**src/rtl/apb_regfile_slave.sv**
```systemverilog
// apb_regfile_slave
// APB slave exposing DEPTH registers of DATA_W bits each, with a configurable
// number of wait states per access phase.
//
// Ports:
//   pclk     - single clock, all state changes on its rising edge
//   preset   - synchronous active-high reset
//   psel     - slave select
//   penable  - access-phase strobe
//   pwrite   - 1 = write, 0 = read
//   paddr    - byte address (word index = paddr >> log2(DATA_W/8))
//   pwdata   - write data
//   pstrb    - byte write enables (ignored for reads)
//   pready   - registered transfer-complete, high for exactly one cycle
//   prdata   - registered read data, zero whenever pready is low
//   pslverr  - registered error for out-of-range or misaligned access

module apb_regfile_slave #(
  parameter int DATA_W      = 32,
  parameter int ADDR_W      = 32,
  parameter int DEPTH       = 32,
  parameter int WAIT_STATES = 0
) (
  input  logic                pclk,
  input  logic                preset,
  input  logic                psel,
  input  logic                penable,
  input  logic                pwrite,
  input  logic [ADDR_W-1:0]   paddr,
  input  logic [DATA_W-1:0]   pwdata,
  input  logic [DATA_W/8-1:0] pstrb,
  output logic                pready,
  output logic [DATA_W-1:0]   prdata,
  output logic                pslverr
);

  localparam int STRB_W = DATA_W / 8;
  localparam int OFF_W  = $clog2(STRB_W);
  localparam int IDX_W  = (DEPTH > 1) ? $clog2(DEPTH) : 1;
  localparam logic [ADDR_W-1:0] OFF_MASK = ADDR_W'((1 << OFF_W) - 1);
  localparam logic [ADDR_W-1:0] DEPTH_A  = ADDR_W'(DEPTH);
  localparam logic [3:0]        WS       = 4'(WAIT_STATES);

  typedef enum logic {
    IDLE,
    ACCESS
  } state_t;

  state_t state, state_next;
  logic [3:0] wait_cnt, wait_cnt_next;

  logic                write_q;
  logic [ADDR_W-1:0]   addr_q;
  logic [DATA_W-1:0]   wdata_q;
  logic [STRB_W-1:0]   strb_q;

  logic [DATA_W-1:0]   regs [DEPTH];

  logic                pready_q;
  logic                pslverr_q;
  logic [DATA_W-1:0]   prdata_q;

  logic                setup;
  logic                load;
  logic                commit;
  logic                complete_next;
  logic [ADDR_W-1:0]   cur_addr;
  logic                cur_write;
  logic [ADDR_W-1:0]   word_idx;
  logic                in_range;
  logic [IDX_W-1:0]    idx;
  logic [DATA_W-1:0]   prdata_next;
  logic                pslverr_next;

  assign setup = psel && !penable;

  // With zero wait states the response is registered at the setup edge,
  // before the transfer attributes have been latched, so decode from the
  // live bus in IDLE and from the held copy during ACCESS.
  always_comb begin
    cur_addr  = (state == IDLE) ? paddr  : addr_q;
    cur_write = (state == IDLE) ? pwrite : write_q;
    word_idx  = cur_addr >> OFF_W;
    in_range  = ((cur_addr & OFF_MASK) == '0) && (word_idx < DEPTH_A);
    idx       = word_idx[IDX_W-1:0];
  end

  // complete_next marks the edge that starts the single pready cycle; a
  // wait count of 1 (or an already exhausted count) means the following
  // cycle is the completing one.
  always_comb begin
    state_next    = state;
    wait_cnt_next = wait_cnt;
    complete_next = 1'b0;
    load          = 1'b0;
    commit        = 1'b0;
    case (state)
      IDLE: begin
        if (setup) begin
          state_next    = ACCESS;
          wait_cnt_next = WS;
          load          = 1'b1;
          complete_next = (WS == 4'd0);
        end
      end
      ACCESS: begin
        if (pready_q) begin
          state_next = IDLE;
          commit     = write_q && in_range;
        end else if (!psel) begin
          state_next    = IDLE;
          wait_cnt_next = 4'd0;
        end else begin
          if (wait_cnt != 4'd0) begin
            wait_cnt_next = wait_cnt - 4'd1;
          end
          complete_next = penable && (wait_cnt <= 4'd1);
        end
      end
      default: begin
        state_next    = IDLE;
        wait_cnt_next = 4'd0;
      end
    endcase
  end

  always_comb begin
    prdata_next  = '0;
    pslverr_next = 1'b0;
    if (complete_next) begin
      pslverr_next = !in_range;
      if (in_range && !cur_write) begin
        prdata_next = regs[idx];
      end
    end
  end

  always_ff @(posedge pclk) begin
    if (preset) begin
      state     <= IDLE;
      wait_cnt  <= 4'd0;
      pready_q  <= 1'b0;
      pslverr_q <= 1'b0;
      prdata_q  <= '0;
      write_q   <= 1'b0;
      addr_q    <= '0;
      wdata_q   <= '0;
      strb_q    <= '0;
      for (int r = 0; r < DEPTH; r++) begin
        regs[r] <= '0;
      end
    end else begin
      state     <= state_next;
      wait_cnt  <= wait_cnt_next;
      pready_q  <= complete_next;
      pslverr_q <= pslverr_next;
      prdata_q  <= prdata_next;
      if (load) begin
        write_q <= pwrite;
        addr_q  <= paddr;
        wdata_q <= pwdata;
        strb_q  <= pstrb;
      end
      if (commit) begin
        for (int b = 0; b < STRB_W; b++) begin
          if (strb_q[b]) begin
            regs[idx][b*8 +: 8] <= wdata_q[b*8 +: 8];
          end
        end
      end
    end
  end

  assign pready  = pready_q;
  assign prdata  = prdata_q;
  assign pslverr = pslverr_q;

endmodule

```
**config.mk**
```make
export PLATFORM = sky130hd
export DESIGN_NAME = apb_regfile_slave
export DESIGN_NICKNAME = d
export VERILOG_FILES = /design/src/rtl/apb_regfile_slave.sv
export SDC_FILE = /design/constraint.sdc
export NUM_CORES = 2
export LEC_CHECK = 0
export BUFFER_PORTS_ARGS = -buffer_cell sky130_fd_sc_hd__buf_2
export CORE_UTILIZATION = 50
export CTS_CLUSTER_SIZE = 10
export DETAILED_ROUTE_END_ITERATION = 8
export PLACE_DENSITY = 0.68
export SKIP_CTS_REPAIR_TIMING = 1
export SKIP_LAST_GASP = 1
export SYNTH_ARGS = -nofsm -noshare
export SYNTH_HDL_FRONTEND = slang
export SYNTH_SLANG_ARGS = --single-unit
```
**constraint.sdc**
```tcl
create_clock -name pclk -period 2.6 [get_ports pclk]
set_input_delay 0.13 -clock pclk [delete_from_list [all_inputs] [get_ports pclk]]
set_output_delay 0.13 -clock pclk [all_outputs]
set_load 0.05 [all_outputs]
```
==> impl_metrics.ini <==
[clock_tree]
clk_pin_slew_ns = 0.05
cts_root_buf = clkbuf_16
numCtsBuffers = 134
h-tree-depth = 4
cts.sinks = 1132
clock_latency_ns = 0.76
cts_tree = done
clockBufferDepth = 3

[timing]
finalSetupViolCount = 2005
fmax_ghz = 0.353
final_hold_viol_count = 0
rsz0062_at_grt = true
period_needed_ns = 2.84
slew_headroom = 0.198
final.setup.worst_slack_ns = -0.235
finalClockSkew_ns = 0.0275
setup_tns_ns = -257.51
post-route-period-util = 1.09
holdWs_ns = 0.105
slew_viol_final = 0
worst_pin_slew_ns = 1.20

[global_routing]
grt.total_usage = 0.291
grt_pass1_vias = 32522
grt_max_degree = 129
antenna_found_initial = 0
grt_pass1_wl_um = 207000
grt_overflow_total = 0

[power]
internal-power_uw = 31700
pwr-share-comb = 0.070
cellLeakagePower_uw = 0.0215
vdd_drop_max_v = 0.000580
p_seq_frac = 0.507
clkPwrFrac = 0.422
p_total_uw = 40600
switching_share = 0.220
power.density_nw_per_um2 = 682
switchingPower_uw = 8910

[synth]
synth_edf_count = 1024
syn_area_per_cell_sq_um = 12.4
ys.flop_type = edfxtp_1
ys_seq_area_frac = 0.675
yosysUniqueCellTypes = 42
synthCells = 3920
syn-num-nets = 3996
syn_area_sq_um = 48800
synth_largest_area_cell = edfxtp_1
ys_ff_latch = 1132
yosysWarnings = 0
synth_top_area_frac = 0.630
synthArstFlopShare = 0
yosys-top-cells-area = edfxtp_1 (63%), mux2i_1 (11%), nor2_1 (7.9%)

[placement]
io_buffers = 106
place_hpwl_um = 93100
gp_congestion = 0.910

[worst_setup_path]
critPathSlowestCell = or4_4
worstSetupPathType = reg -> reg
crit_cells = 6
path_cells = or4_4 -> or4_4 -> a211oi_4 -> buf_12 -> buf_4 -> a31o_2
critical_path_required_ns = 3.02
crit_path_frequent_cell = or4_4
cp-start-kind = register
worst-path-buf-inv = 2
end_kind = register
worst-endpoint-arrival_ns = 3.26
critPathTopFamily = simple AND/OR/NAND/NOR gates
cp_max_fo = 10
slowest_delay_ns = 0.65
r2r_cells = 6

[run_status]
status = complete, but fails checks
failed_checks = negative setup slack

[die]
core-area_sq_um = 96700
die-area_sq_um = 98800
start_util = 0.504
die-width_um = 314
row_count = 114
die_h_um = 314
ios = 107

[detailed_routing]
avgRoutedWirePerCell_um = 26.9
drt_iter0_markers = 4190
drc_errors = 0
drt-total-wl_um = 150000
viasPerCell = 6.13
ant_nets = 0
drtPass1Iterations = 6
vias = 34121

[layout]
drive_above_1_share = 0.203
nets = 4280
area_delta_synth_final_pct = 22.0
filler_cell_count = 7290

[worst_hold_path]
hold_depth = 5
hold_class = in -> reg

[run]
drv_cap = 0
-- cells in the mapped netlist, types with 5 or more instances --
cell and n:
nor2_1 1033, edfxtp_1 1024, mux2i_1 514, o22ai_1 262, clkbuf_1 212, nand2_1 206, a31o_2 128, dfxtp_1 108
a21oi_1 104, buf_1 94, nor4_1 72, buf_2 59, buf_6 18, nand2_2 14, nand2b_1 8, and2_1 5
inv_1 5, nand2_8 5
-- per-stage QoR --
| stage | area (sq um) | std cells | setup slack (ns) | utilization |
|---|---|---|---|---|
| floorplan | 48800 | 3920 | -0.0164 | - |
| global placement | 53100 | 5217 | -0.277 | 0.550 |
| detailed placement | 53100 | 5217 | -0.280 | 0.550 |
| CTS | 57100 | 5438 | -0.301 | 0.590 |
| global route | 59500 | 5565 | -0.283 | 0.615 |
| finish | 59500 | 5566 | -0.235 | 0.615 |
-- power by group through the flow --
stage,registers [uW],clock network (uW),logic (uW)
global route,20600,17900,2980
global placement,20900,0,2460
detailed placement,21000,0,2490
floorplan,20900,0,1530
CTS,20600,17200,2500
finish,20600,17100,2850
-- worst reg2reg max path: cells and delay by family (launching register included) --
kind	cells	cell delay [ns]
AOI/OAI and AO/OA	2	0.64
buffers and inverters	2	0.39
DFF	1	0.32
and+or+nand+nor	2	1.17
-- metal layers --
layer / share of wire / global-route usage / vias up
met4: 0.053 / 0.156 / 0
li1: - / - / 14779
met5: 0 / 0 / -
met3: 0.098 / 0.0521 / 469
met1: 0.36 / 0.359 / 16729
met2: 0.49 / 0.488 / 2144
-- registers in the layout (all words and copies together), names as in the netlist --
signal,cells
addr_q,32
prdata,32
pready,1
pslverr,1
regs,1024
state,1
strb_q,4
wait_cnt,4
wdata_q,32
write_q,1
-- placed cells by master, fill, tap and decap left out, types with 5 or more instances in the layout --
cell type	count
a21oi_1	103
a31o_2	106
a31o_4	22
buf_12	122
buf_16	7
buf_2	105
buf_4	197
buf_6	10
buf_8	5
clkbuf_1	64
clkbuf_16	154
clkbuf_8	5
dfxtp_1	106
dlygate4sd3_1	73
edfxtp_1	1024
inv_1	5
inv_6	6
mux2i_1	500
mux2i_2	9
mux2i_4	5
nand2_1	202
nand2_2	14
nand2_8	8
nand2b_1	7
nor2_1	982
nor2_4	47
nor4_1	66
o22ai_1	250
o22ai_2	10
-- kinds of logic (layout without fill, tap and decap cells) --
| kind of cell | Yosys count | in the layout | share of synthesized area |
|---|---|---|---|
| simple gates | 1365 | 1365 | 0.113 |
| flops | 1132 | 1132 | 0.675 |
| mux | 515 | 515 | 0.106 |
| compound gates | 510 | 510 | 0.0700 |
| buf+inv | 392 | 761 | 0.0349 |
| fa+ha+maj | 3 | 3 | 0.000770 |
| xor+xnor | 3 | 3 | 0.000539 |
| other cells | 0 | 1 | 0 |
-- final timing paths --
path | startpoint | endpoint | slack (ns)
worst max-delay path | addr_q[8]$_SDFFE_PP0P_ | regs[11][27]$_SDFFCE_PN0P_ | -0.24
worst min-delay path | penable | write_q$_SDFFE_PP0P_ | 0.10
worst max register to register | addr_q[8]$_SDFFE_PP0P_ | regs[11][27]$_SDFFCE_PN0P_ | -0.24
worst min register to register | wdata_q[29]$_SDFFE_PP0P_ | wdata_q[29]$_SDFFE_PP0P_ | 0.45
-- layout make-up --
class,count,area (sq um),share of cell area
antenna,1,2.50,0.0000420
timing repair buffer,535,5940,0.0998
clock buffer,208,3790,0.0636
sequential,1132,32900,0.553
inverter,5,18.8,0.000315
multi-input combinational,2396,15100,0.254
clock inverter,13,150,0.00252
tap,1276,1600,0.0268
No activity file was read; power rests on OpenSTA's default activity.
